$ cat src/rtl/mig_word_bridge_pkg.sv
// rtl/mig_word_bridge_pkg.sv - shared MIG UI constants, state encoding and lane helpers
package mig_pkg;

  localparam logic [2:0] APP_CMD_READ  = 3'b001;
  localparam logic [2:0] APP_CMD_WRITE = 3'b000;

  localparam int LINE_BYTES = 16;
  localparam int LANES      = 4;

  typedef enum logic [1:0] {
    IDLE    = 2'd0,
    RD_CMD  = 2'd1,
    RD_WAIT = 2'd2,
    WR      = 2'd3
  } state_e;

  // Low word-address bits select the 32-bit lane inside a 128-bit line.
  function automatic logic [1:0] word_lane(input logic [1:0] word_addr_lo);
    return word_addr_lo;
  endfunction

  // MIG mask polarity: 1 = byte not written, so untouched lanes stay all ones.
  function automatic logic [15:0] lane_wdf_mask(input logic [1:0] lane, input logic [3:0] wmask);
    logic [15:0] m;
    m = '1;
    m[{lane, 2'b00} +: 4] = ~wmask;
    return m;
  endfunction

  function automatic logic [31:0] lane_word(input logic [127:0] line, input logic [1:0] lane);
    return line[{lane, 5'b00000} +: 32];
  endfunction

endpackage

$ cat src/rtl/mig_word_bridge_if.sv
// rtl/mig_word_bridge_if.sv - JOP word request side and MIG UI side of the bridge
interface mig_word_bridge_if #(
  parameter int WORD_ADDR_WIDTH = 26,
  parameter int APP_ADDR_WIDTH  = 28
);
  logic                       calib_done;
  logic                       cmd_valid;
  logic                       cmd_ready;
  logic                       cmd_write;
  logic [WORD_ADDR_WIDTH-1:0] cmd_addr;
  logic [31:0]                cmd_wdata;
  logic [3:0]                 cmd_wmask;
  logic                       rsp_valid;
  logic [31:0]                rsp_rdata;
  logic                       app_en;
  logic [2:0]                 app_cmd;
  logic [APP_ADDR_WIDTH-1:0]  app_addr;
  logic                       app_rdy;
  logic                       app_wdf_wren;
  logic                       app_wdf_end;
  logic [127:0]               app_wdf_data;
  logic [15:0]                app_wdf_mask;
  logic                       app_wdf_rdy;
  logic                       app_rd_data_valid;
  logic [127:0]               app_rd_data;
  logic                       app_rd_data_end;
  logic                       err_stray_rd;

  modport master (
    input  calib_done, cmd_valid, cmd_write, cmd_addr, cmd_wdata, cmd_wmask,
    input  app_rdy, app_wdf_rdy, app_rd_data_valid, app_rd_data, app_rd_data_end,
    output cmd_ready, rsp_valid, rsp_rdata,
    output app_en, app_cmd, app_addr, app_wdf_wren, app_wdf_end, app_wdf_data, app_wdf_mask,
    output err_stray_rd
  );

  modport slave (
    output calib_done, cmd_valid, cmd_write, cmd_addr, cmd_wdata, cmd_wmask,
    output app_rdy, app_wdf_rdy, app_rd_data_valid, app_rd_data, app_rd_data_end,
    input  cmd_ready, rsp_valid, rsp_rdata,
    input  app_en, app_cmd, app_addr, app_wdf_wren, app_wdf_end, app_wdf_data, app_wdf_mask,
    input  err_stray_rd
  );
endinterface

$ cat src/rtl/mig_word_bridge_lane_mux.sv
// rtl/mig_word_bridge_lane_mux.sv - word-to-line write insert, mask build and read lane extract
module mig_lane_mux
  import mig_pkg::*;
(
  input  logic [1:0]   i_wr_lane,
  input  logic [31:0]  i_wdata,
  input  logic [3:0]   i_wmask,
  input  logic [1:0]   i_rd_lane,
  input  logic [127:0] i_rd_line,
  output logic [127:0] o_wr_line,
  output logic [15:0]  o_wr_mask,
  output logic [31:0]  o_rd_word
);

  // Data is replicated into every lane; the mask alone decides which bytes land.
  assign o_wr_line = {LANES{i_wdata}};
  assign o_wr_mask = lane_wdf_mask(i_wr_lane, i_wmask);
  assign o_rd_word = lane_word(i_rd_line, i_rd_lane);

endmodule

$ cat src/rtl/mig_word_bridge.sv
// rtl/mig_word_bridge.sv - one-outstanding 32-bit word to 128-bit MIG UI line bridge
module mig_word_bridge
  import mig_pkg::*;
#(
  parameter int WORD_ADDR_WIDTH = 26,
  parameter int APP_ADDR_WIDTH  = 28
) (
  input  logic               clk,
  input  logic               resetn,
  mig_word_bridge_if.master  bus
);

  localparam logic [1:0] S_IDLE    = IDLE;
  localparam logic [1:0] S_RD_CMD  = RD_CMD;
  localparam logic [1:0] S_RD_WAIT = RD_WAIT;
  localparam logic [1:0] S_WR      = WR;

  logic [1:0]                r_state;
  logic [1:0]                r_lane;
  logic [APP_ADDR_WIDTH-1:0] r_app_addr;
  logic                      r_app_en;
  logic [2:0]                r_app_cmd;
  logic                      r_wdf_wren;
  logic [127:0]              r_wdf_data;
  logic [15:0]               r_wdf_mask;
  logic                      r_cmd_done;
  logic                      r_data_done;
  logic                      r_rsp_valid;
  logic [31:0]               r_rsp_rdata;
  logic                      r_err_stray;

  logic                      w_accept;
  logic [APP_ADDR_WIDTH-1:0] w_line_addr;
  logic [127:0]              w_wr_line;
  logic [15:0]               w_wr_mask;
  logic [31:0]               w_rd_word;
  logic                      w_cmd_done;
  logic                      w_data_done;

  assign bus.cmd_ready = (r_state == S_IDLE) && bus.calib_done;
  assign w_accept      = bus.cmd_valid && bus.cmd_ready;

  // Word address -> byte address -> 16-byte line boundary.
  assign w_line_addr = APP_ADDR_WIDTH'({bus.cmd_addr[WORD_ADDR_WIDTH-1:2], 4'b0000});

  // Done flags also count a handshake completing this very cycle.
  assign w_cmd_done  = r_cmd_done  || (r_app_en   && bus.app_rdy);
  assign w_data_done = r_data_done || (r_wdf_wren && bus.app_wdf_rdy);

  mig_lane_mux u_lane_mux (
    .i_wr_lane (word_lane(bus.cmd_addr[1:0])),
    .i_wdata   (bus.cmd_wdata),
    .i_wmask   (bus.cmd_wmask),
    .i_rd_lane (r_lane),
    .i_rd_line (bus.app_rd_data),
    .o_wr_line (w_wr_line),
    .o_wr_mask (w_wr_mask),
    .o_rd_word (w_rd_word)
  );

  always_ff @(posedge clk or negedge resetn) begin
    if (!resetn) begin
      r_state     <= S_IDLE;
      r_lane      <= '0;
      r_app_addr  <= '0;
      r_app_en    <= 1'b0;
      r_app_cmd   <= APP_CMD_READ;
      r_wdf_wren  <= 1'b0;
      r_wdf_data  <= '0;
      r_wdf_mask  <= 16'hFFFF;
      r_cmd_done  <= 1'b0;
      r_data_done <= 1'b0;
      r_rsp_valid <= 1'b0;
      r_rsp_rdata <= '0;
      r_err_stray <= 1'b0;
    end else begin
      r_rsp_valid <= 1'b0;
      if (bus.app_rd_data_valid && (r_state != S_RD_WAIT)) begin
        r_err_stray <= 1'b1;
      end
      case (r_state)
        S_IDLE: begin
          if (w_accept) begin
            r_lane     <= word_lane(bus.cmd_addr[1:0]);
            r_app_addr <= w_line_addr;
            r_app_en   <= 1'b1;
            if (bus.cmd_write) begin
              r_app_cmd   <= APP_CMD_WRITE;
              r_wdf_wren  <= 1'b1;
              r_wdf_data  <= w_wr_line;
              r_wdf_mask  <= w_wr_mask;
              r_cmd_done  <= 1'b0;
              r_data_done <= 1'b0;
              r_state     <= S_WR;
            end else begin
              r_app_cmd <= APP_CMD_READ;
              r_state   <= S_RD_CMD;
            end
          end
        end
        S_RD_CMD: begin
          if (bus.app_rdy) begin
            r_app_en <= 1'b0;
            r_state  <= S_RD_WAIT;
          end
        end
        S_RD_WAIT: begin
          if (bus.app_rd_data_valid) begin
            r_rsp_rdata <= w_rd_word;
            r_rsp_valid <= 1'b1;
            r_state     <= S_IDLE;
          end
        end
        S_WR: begin
          // Command and data channels retire independently of each other.
          if (r_app_en && bus.app_rdy) begin
            r_app_en <= 1'b0;
          end
          if (r_wdf_wren && bus.app_wdf_rdy) begin
            r_wdf_wren <= 1'b0;
          end
          r_cmd_done  <= w_cmd_done;
          r_data_done <= w_data_done;
          if (w_cmd_done && w_data_done) begin
            r_cmd_done  <= 1'b0;
            r_data_done <= 1'b0;
            r_rsp_valid <= 1'b1;
            r_state     <= S_IDLE;
          end
        end
        default: r_state <= S_IDLE;
      endcase
    end
  end

  assign bus.app_en       = r_app_en;
  assign bus.app_cmd      = r_app_cmd;
  assign bus.app_addr     = r_app_addr;
  assign bus.app_wdf_wren = r_wdf_wren;
  assign bus.app_wdf_end  = r_wdf_wren;
  assign bus.app_wdf_data = r_wdf_data;
  assign bus.app_wdf_mask = r_wdf_mask;
  assign bus.rsp_valid    = r_rsp_valid;
  assign bus.rsp_rdata    = r_rsp_rdata;
  assign bus.err_stray_rd = r_err_stray;

  // Single-beat lines: every read data beat must also be the last one.
  a_rd_end : assert property (@(posedge clk) disable iff (!resetn)
                              bus.app_rd_data_valid |-> bus.app_rd_data_end);

endmodule

$ cat src/flat_wrapper.sv
// flat-port wrapper written by rule: the top's interface ports become plain ports
module mig_word_bridge_flat import mig_pkg::*;
#(
  parameter int WORD_ADDR_WIDTH = 26,
  parameter int APP_ADDR_WIDTH  = 28
)
  (clk, resetn, bus_calib_done, bus_cmd_valid, bus_cmd_write, bus_cmd_addr, bus_cmd_wdata, bus_cmd_wmask, bus_app_rdy, bus_app_wdf_rdy, bus_app_rd_data_valid, bus_app_rd_data, bus_app_rd_data_end, bus_cmd_ready, bus_rsp_valid, bus_rsp_rdata, bus_app_en, bus_app_cmd, bus_app_addr, bus_app_wdf_wren, bus_app_wdf_end, bus_app_wdf_data, bus_app_wdf_mask, bus_err_stray_rd);
  mig_word_bridge_if #(.WORD_ADDR_WIDTH(WORD_ADDR_WIDTH), .APP_ADDR_WIDTH(APP_ADDR_WIDTH)) bus_i ();
  input  logic clk;
  input  logic resetn;
  input wire logic [$bits(bus_i.calib_done)-1:0] bus_calib_done;
  input wire logic [$bits(bus_i.cmd_valid)-1:0] bus_cmd_valid;
  input wire logic [$bits(bus_i.cmd_write)-1:0] bus_cmd_write;
  input wire logic [$bits(bus_i.cmd_addr)-1:0] bus_cmd_addr;
  input wire logic [$bits(bus_i.cmd_wdata)-1:0] bus_cmd_wdata;
  input wire logic [$bits(bus_i.cmd_wmask)-1:0] bus_cmd_wmask;
  input wire logic [$bits(bus_i.app_rdy)-1:0] bus_app_rdy;
  input wire logic [$bits(bus_i.app_wdf_rdy)-1:0] bus_app_wdf_rdy;
  input wire logic [$bits(bus_i.app_rd_data_valid)-1:0] bus_app_rd_data_valid;
  input wire logic [$bits(bus_i.app_rd_data)-1:0] bus_app_rd_data;
  input wire logic [$bits(bus_i.app_rd_data_end)-1:0] bus_app_rd_data_end;
  output wire logic [$bits(bus_i.cmd_ready)-1:0] bus_cmd_ready;
  output wire logic [$bits(bus_i.rsp_valid)-1:0] bus_rsp_valid;
  output wire logic [$bits(bus_i.rsp_rdata)-1:0] bus_rsp_rdata;
  output wire logic [$bits(bus_i.app_en)-1:0] bus_app_en;
  output wire logic [$bits(bus_i.app_cmd)-1:0] bus_app_cmd;
  output wire logic [$bits(bus_i.app_addr)-1:0] bus_app_addr;
  output wire logic [$bits(bus_i.app_wdf_wren)-1:0] bus_app_wdf_wren;
  output wire logic [$bits(bus_i.app_wdf_end)-1:0] bus_app_wdf_end;
  output wire logic [$bits(bus_i.app_wdf_data)-1:0] bus_app_wdf_data;
  output wire logic [$bits(bus_i.app_wdf_mask)-1:0] bus_app_wdf_mask;
  output wire logic [$bits(bus_i.err_stray_rd)-1:0] bus_err_stray_rd;
  assign bus_i.calib_done = bus_calib_done;
  assign bus_i.cmd_valid = bus_cmd_valid;
  assign bus_i.cmd_write = bus_cmd_write;
  assign bus_i.cmd_addr = bus_cmd_addr;
  assign bus_i.cmd_wdata = bus_cmd_wdata;
  assign bus_i.cmd_wmask = bus_cmd_wmask;
  assign bus_i.app_rdy = bus_app_rdy;
  assign bus_i.app_wdf_rdy = bus_app_wdf_rdy;
  assign bus_i.app_rd_data_valid = bus_app_rd_data_valid;
  assign bus_i.app_rd_data = bus_app_rd_data;
  assign bus_i.app_rd_data_end = bus_app_rd_data_end;
  assign bus_cmd_ready = bus_i.cmd_ready;
  assign bus_rsp_valid = bus_i.rsp_valid;
  assign bus_rsp_rdata = bus_i.rsp_rdata;
  assign bus_app_en = bus_i.app_en;
  assign bus_app_cmd = bus_i.app_cmd;
  assign bus_app_addr = bus_i.app_addr;
  assign bus_app_wdf_wren = bus_i.app_wdf_wren;
  assign bus_app_wdf_end = bus_i.app_wdf_end;
  assign bus_app_wdf_data = bus_i.app_wdf_data;
  assign bus_app_wdf_mask = bus_i.app_wdf_mask;
  assign bus_err_stray_rd = bus_i.err_stray_rd;
  mig_word_bridge #(.WORD_ADDR_WIDTH(WORD_ADDR_WIDTH), .APP_ADDR_WIDTH(APP_ADDR_WIDTH)) u_core (.clk(clk), .resetn(resetn), .bus(bus_i));
endmodule
$ cat config.mk
export PLATFORM = sky130hd
export DESIGN_NAME = mig_word_bridge_flat
export DESIGN_NICKNAME = d
export VERILOG_FILES = /design/src/rtl/mig_word_bridge_pkg.sv /design/src/rtl/mig_word_bridge_if.sv /design/src/rtl/mig_word_bridge_lane_mux.sv /design/src/rtl/mig_word_bridge.sv /design/src/flat_wrapper.sv
export SDC_FILE = /design/constraint.sdc
export NUM_CORES = 1
export LEC_CHECK = 0
export CAP_MARGIN = 20
export CORE_AREA = 2 2 162 164
export CTS_BUF_LIST = sky130_fd_sc_hd__clkbuf_2
export DETAILED_ROUTE_END_ITERATION = 8
export DIE_AREA = 0 0 164 166
export DONT_BUFFER_PORTS = 1
export GPL_TIMING_DRIVEN = 0
export PLACE_DENSITY_LB_ADDON = 0.12
export SLEW_MARGIN = 20
export SYNTH_ARGS = -nofsm -noshare
export SYNTH_HDL_FRONTEND = slang
export SYNTH_HIERARCHICAL = 1
export SYNTH_SLANG_ARGS = --single-unit
$ cat constraint.sdc
create_clock -name clk -period 2.36 [get_ports clk]
set_clock_uncertainty 0.15 [all_clocks]
set_input_delay 0.354 -clock clk [delete_from_list [all_inputs] [get_ports clk]]
set_output_delay 0.354 -clock clk [all_outputs]
set_load 0.02 [all_outputs]
==> results of run 1 <==
metrics by stage:
stage	hold WS (ps)	instances	power (µW)	utilization
after CTS	-1050	1266	16100	0.492
after floorplan	-91.6	678	11500	-
after detailed placement	-85.5	1013	12800	0.410
final	-903	1294	16100	0.503
after global placement	-86.9	1013	12500	0.410
after global routing	-1050	1294	17100	0.503
layout make-up:
class | instances | area (µm²)
Fill cell | 2249 | 12700
Sequential cell | 211 | 5300
Multi-Input combinational cell | 297 | 3420
Timing Repair Buffer | 181 | 1830
Buffer | 167 | 1370
Tap cell | 335 | 419
Clock buffer | 83 | 415
Clock inverter | 14 | 106
Inverter | 3 | 11.3
Antenna cell | 3 | 7.51
layout by cell type, fill, tap and decap left out, types with 2 or more instances in the layout:
cell type         n
dlygate4sd3_1   168
nand2b_1          3
mux2_2           82
dfstp_2          17
conb_1            6
o21ai_1           6
bufinv_16         2
buf_4           142
a21o_1            2
clkinv_1         11
nand2_1           6
dfrtp_1         193
buf_2            11
dlymetal6s4s_1    6
o31ai_1           2
o21ai_0          10
buf_6             5
mux4_2           30
o22ai_1           2
mux4_1            2
nor2_1            3
clkbuf_2         83
buf_8            12
ha_1              5
or4b_4            2
buf_12            3
inv_1             3
diode_2           3
mux2_1          120
a21oi_1           4
metal layers:
layer  track usage  part of all wire
met3        0.0732             0.097
met4        0.0629             0.023
met1         0.232              0.39
met2         0.317              0.49
met5             0                 0
final timing paths:
path	from	to	slack, ps
max in group asynchronous	resetn	u_core/bus.app_wdf_data[61]$_DFFE_PN0P_	2170
worst min register to register	u_core/r_lane[0]$_DFFE_PN0P_	u_core/r_lane[0]$_DFFE_PN0P_	390
worst min-delay path	resetn	u_core/bus.app_wdf_data[10]$_DFFE_PN0P_	-900
worst max register to register	u_core/r_lane[0]$_DFFE_PN0P_	u_core/bus.rsp_rdata[16]$_DFFE_PN0P_	40
worst max-delay path	u_core/r_lane[0]$_DFFE_PN0P_	u_core/bus.rsp_rdata[16]$_DFFE_PN0P_	40
min in group clk	bus_cmd_addr[9]	u_core/bus.app_addr[11]$_DFFE_PN0P_	110
logic make-up (layout without fill, tap and decap cells):
kind of cell	Yosys count	count (layout)	share of synthesized area
other	1	9	0.000373
AOI/OAI and AO/OA	30	30	0.0173
and+or+nand+nor	22	22	0.0143
DFF	211	211	0.527
buffers and inverters	170	448	0.136
muxes	234	234	0.299
adders and majority gates	5	5	0.00622
power groups by stage:
stage / combinational (µW) / clock [µW] / sequential (µW)
floorplan: 2940 / 0 / 8590
CTS: 4100 / 2760 / 9270
detailed placement: 3430 / 0 / 9330
finish: 4290 / 2630 / 9230
global route: 4630 / 2960 / 9480
global placement: 3240 / 0 / 9300
synth_stat cells (2+ instances only):
| master | count | area, µm² |
|---|---|---|
| or4b_4 | 2 | 27.5 |
| inv_1 | 3 | 11.3 |
| nand2b_1 | 3 | 18.8 |
| buf_6 | 5 | 56.3 |
| buf_12 | 3 | 60.1 |
| mux4_2 | 30 | 676 |
| buf_2 | 12 | 60.1 |
| ha_1 | 5 | 62.6 |
| o21ai_0 | 10 | 50.1 |
| mux2_1 | 120 | 1350 |
| mux2_2 | 82 | 923 |
| nor2_1 | 3 | 11.3 |
| dfstp_2 | 17 | 447 |
| o21ai_1 | 6 | 30.0 |
| buf_4 | 135 | 1010 |
| nand2_1 | 6 | 22.5 |
| o22ai_1 | 2 | 12.5 |
| a21oi_1 | 4 | 20.0 |
| o31ai_1 | 2 | 15.0 |
| a21o_1 | 2 | 15.0 |
| mux4_1 | 2 | 52.6 |
| buf_8 | 11 | 165 |
| dfrtp_1 | 194 | 4850 |
repair_timing:
action,CTS,global route
pin swaps,1,1
endpoints found under the setup margin,1,26
hold buffers,156,18
endpoints found under the hold margin,422,217
cloned,0,1
gates resized for setup,5,10
buffers inserted,0,6
flip-flops by register name, indices dropped and copies added (netlist names):
| name | flops |
|---|---|
| u_core/bus.rsp_valid | 1 |
| u_core/bus.app_en | 1 |
| u_core/bus.err_stray_rd | 1 |
| u_core/r_cmd_done | 1 |
| u_core/r_state | 2 |
| u_core/bus.app_addr | 24 |
| u_core/bus.app_cmd | 1 |
| u_core/bus.app_wdf_mask | 16 |
| u_core/bus.app_wdf_end | 1 |
| u_core/bus.rsp_rdata | 32 |
| u_core/r_data_done | 1 |
| u_core/r_lane | 2 |
| u_core/bus.app_wdf_data | 128 |
==> impl_metrics.ini, run 1 <==
[placement]
placed_cell_area_um2 = 10500
hpwl_um = 18200
io_buffer_count = 0
post-place-ws_ps = 180
place_congestion = 0.861

[pwr]
p_seq_frac = 0.572
p_leak_uw = 0.00577
netSwitchingPower_uw = 6700
combPwrFrac = 0.266
powerDensity_nw_per_um2 = 1250
peakVddDrop_uv = 714
swShare = 0.415
intPower_uw = 9450
p_clk_frac = 0.163

[drt]
drt-initial-drc-count = 260
firstDrtPassIters = 4
avgViaCountPerCell = 4.86
wl_um = 26900
antenna_left = 0
avgRoutedWirePerCell_um = 20.8
vias = 6285
drc = 0

[final_layout]
drive_above_1_share = 0.413
area_delta_synth_final_pct = 28.0
final_area_um2 = 12900
nets = 1119

[logic_synthesis]
syn_area_per_cell_um2 = 14.9
ys_ff_latch = 211
synth-main-ff-cell = dfrtp_1
synth.yosys.warnings = 6
async_flop_share = 1.00
yosysSeqAreaShare = 0.527
synthCells = 673
yosys.cell_types.count = 37
synth_area_um2 = 10100
synth_edf_count = 0

[die]
die_width_um = 164
die_height_um = 166
ioPinCount = 412
rows = 59
die_area_um2 = 27200
coreArea_um2 = 25600
initial_core_util = 0.393

[worst_setup_path]
crit_cells = 5
crit_path_max_incr_delay_ps = 580
worstSetupPathType = reg2reg
cp_cell_sequence = buf_6 -> buf_12 -> mux4_2 -> dlygate4sd3_1 -> mux2_2
setup.worst_path.end_class = flop
critPathBufInv = 3
crit_fanout = 10
worst_r2r_path_depth = 5
critPathArrivalTime_ps = 2840
slowest_stage = dlygate4sd3_1
crit_required_ps = 2880
cp_top_family = buffers and inverters
critPathLaunchType = flop

[global_routing]
overflow = 0
grt.total_usage = 0.192
grt_max_degree = 212
grt_pass1_vias = 6819
grt_pass1_wl_um = 40200
antenna_found_initial = 1

[sta]
layout_min_cycle_time_ps = 2320
slew_violations = 0
timing.slew.headroom = 0.371
period_share = 0.985
fin_setup_tns_ps = 0
finalHoldViolCount = 211
timing.hold.ws_ps = -903
setup_violations = 0
max_freq_ghz = 0.430
rsz0062_at_grt = no
worst_slack_ps = 36.5
tightest_slew_ps = 944

[outcome]
outcome = finished, violations left
violations = hold timing

[clock_tree]
insertion_delay_ps = 770
htreeDepth = 2
cts_tree = built
cts_sinks = 211
numCtsBuffers = 54
cts_root_buf = clkbuf_2
path_clk_slew_ps = 100
clockBufferDepth = 3

[min_path]
holdCritPathClass = in2async

[job]
drv_cap = 0
(Power assumes the default switching activity.)
==> inputs of run 2 (changes only) <==
Settings changed: CTS_BUF_LIST sky130_fd_sc_hd__clkbuf_2 to not set, SLEW_MARGIN 20 to not set.
==> impl_metrics.ini, run 2 (same netlist as run 1, synthesis figures left out) <==
[final_layout]
nets = 976
drive_above_1_share = 0.428
area_delta_synth_final_pct = 18.9
layout.cells.non_filler = 1125
diodes = 0
largest_reg_flops = 128
final_cell_mix = 194 x dfrtp_1, 136 x buf_4, 120 x mux2_1
final_area_um2 = 12000
layout.cells.most_common = dfrtp_1

[sta]
timing.slew.headroom = 0.502
setup_violations = 0
tightest_slew_ps = 747
finalHoldViolCount = 211
fin_setup_tns_ps = 0
max_freq_ghz = 0.452
timing.hold.ws_ps = -615
slew_violations = 0
layout_min_cycle_time_ps = 2210
rsz0062_at_grt = no
period_share = 0.938

[worst_setup_path]
crit_required_ps = 2660
worstSetupPathType = reg2reg
crit_fanout = 10
critPathLaunchType = flop
setup.worst_path.end_class = flop
critPathArrivalTime_ps = 2510

[drt]
firstDrtPassIters = 4
antenna_left = 0
avgViaCountPerCell = 4.98
wl_um = 25000
drc = 0
drt-initial-drc-count = 182
vias = 5605
avgRoutedWirePerCell_um = 22.3

[clock_tree]
insertion_delay_ps = 510
hold_buffers = 68
cts_setup_buffers = 0
cts_tree = built
cts_root_buf = clkbuf_16
cts_sinks = 211
htreeDepth = 1
clockBufferDepth = 3
path_clk_slew_ps = 60
numCtsBuffers = 24

[die]
initial_core_util = 0.393
rows = 59
die_width_um = 164
die_height_um = 166
ioPinCount = 412
coreArea_um2 = 25600
die_area_um2 = 27200

[placement]
placed_cells = 1013
hpwl_um = 18200
place_congestion = 0.861
io_buffer_count = 0
placed_cell_area_um2 = 10500

[pwr]
p_leak_uw = 0.00522
p_seq_frac = 0.564
p_clk_frac = 0.220
intPower_uw = 9900
netSwitchingPower_uw = 6470
swShare = 0.395
combPwrFrac = 0.216
powerDensity_nw_per_um2 = 1370
peakVddDrop_uv = 680

[global_routing]
overflow = 0
grt_max_degree = 212
antenna_found_initial = 1
grt_pass1_wl_um = 37700
grt_pass1_vias = 6148
grt.total_usage = 0.180

[min_path]
holdCritPathClass = in2async

[job]
drv_cap = 0

[outcome]
violations = hold timing
outcome = finished, violations left
run 2: cell count changes in the layout (fill, tap and decap cells not counted), sizes merged, moves of 3 or more:
cell / previous run / this run
buf: 173 / 166
dlygate4sd3: 168 / 68
dlymetal6s4s: 6 / 0
diode: 3 / 0
clkbuf: 84 / 36
clkinv: 12 / 8
run 2: worst paths after layout:
path / slack (ps) / cells after the start / to / from
setup / recovery: 150 / 7 / u_core/bus.app_wdf_end$_DFFE_PN0P_ / u_core/r_state[0]$_DFFE_PN0P_
hold / removal: -610 / 0 / u_core/bus.app_wdf_data[106]$_DFFE_PN0P_ / resetn
setup reg to reg: 150 / 7 / u_core/bus.app_wdf_end$_DFFE_PN0P_ / u_core/r_state[0]$_DFFE_PN0P_
hold reg to reg: 380 / 1 / u_core/r_lane[0]$_DFFE_PN0P_ / u_core/r_lane[0]$_DFFE_PN0P_
max in group asynchronous: 2030 / 0 / u_core/bus.app_wdf_data[113]$_DFFE_PN0P_ / resetn
min in group clk: 60 / 2 / u_core/bus.rsp_rdata[12]$_DFFE_PN0P_ / bus_app_rd_data[12]
run 2: area by class of cell:
cell class                      instances  area (µm²)
Sequential cell                       211        5300
Multi-Input combinational cell        297        3410
Buffer                                167        1360
Clock inverter                          9        70.1
Fill cell                            2278       13700
Clock buffer                           35         703
Timing Repair Buffer                   68         681
Tap cell                              335         419
Inverter                                3        11.3
run 2: layer usage:
metal	wire (µm)	global-route usage
met5	7	0
met4	576	0.0473
met2	11800	0.288
met1	9950	0.227
met3	2670	0.0707
run 2: repair_timing:
| item | 4_1_cts | 5_1_grt |
|---|---|---|
| endpoints found under the setup margin | 1 | 1 |
| pin swaps | 0 | 0 |
| gates cloned | 0 | 0 |
| resized for setup | 1 | 2 |
| hold endpoints to repair | 386 | 211 |
run 2: worst max-delay path: stages, from the launching register on:
cell	delay, ps
dfrtp_1	350
buf_2	170
nor4bb_1	240
buf_2	220
buf_4	220
a21oi_1	90
a31oi_1	150
dlygate4sd3_1	560
run 2: power groups by stage:
stage          Sequential [µW]  Clock, µW  Combinational, µW
2_1_floorplan             8590          0               2940
3_3_place_gp              9300          0               3240
3_5_place_dp              9330          0               3430
4_1_cts                   9290       3740               3590
5_1_grt                   9490       3900               3870
6_report                  9230       3610               3540
run 2: stage by stage:
step           setup WS [ps]  total power [µW]   util
6_report                 146             16400  0.467
5_1_grt                 20.9             17300  0.467
4_1_cts                 66.2             16600  0.467
3_5_place_dp             180             12800  0.410
3_3_place_gp             199             12500  0.410
2_1_floorplan            442             11500      -
==> inputs of run 3 (changes only) <==
Settings changed: CAP_MARGIN 20 to 10.
==> results of run 3 <==
The final DEF is identical to that of run 2; final timing and power are the same.
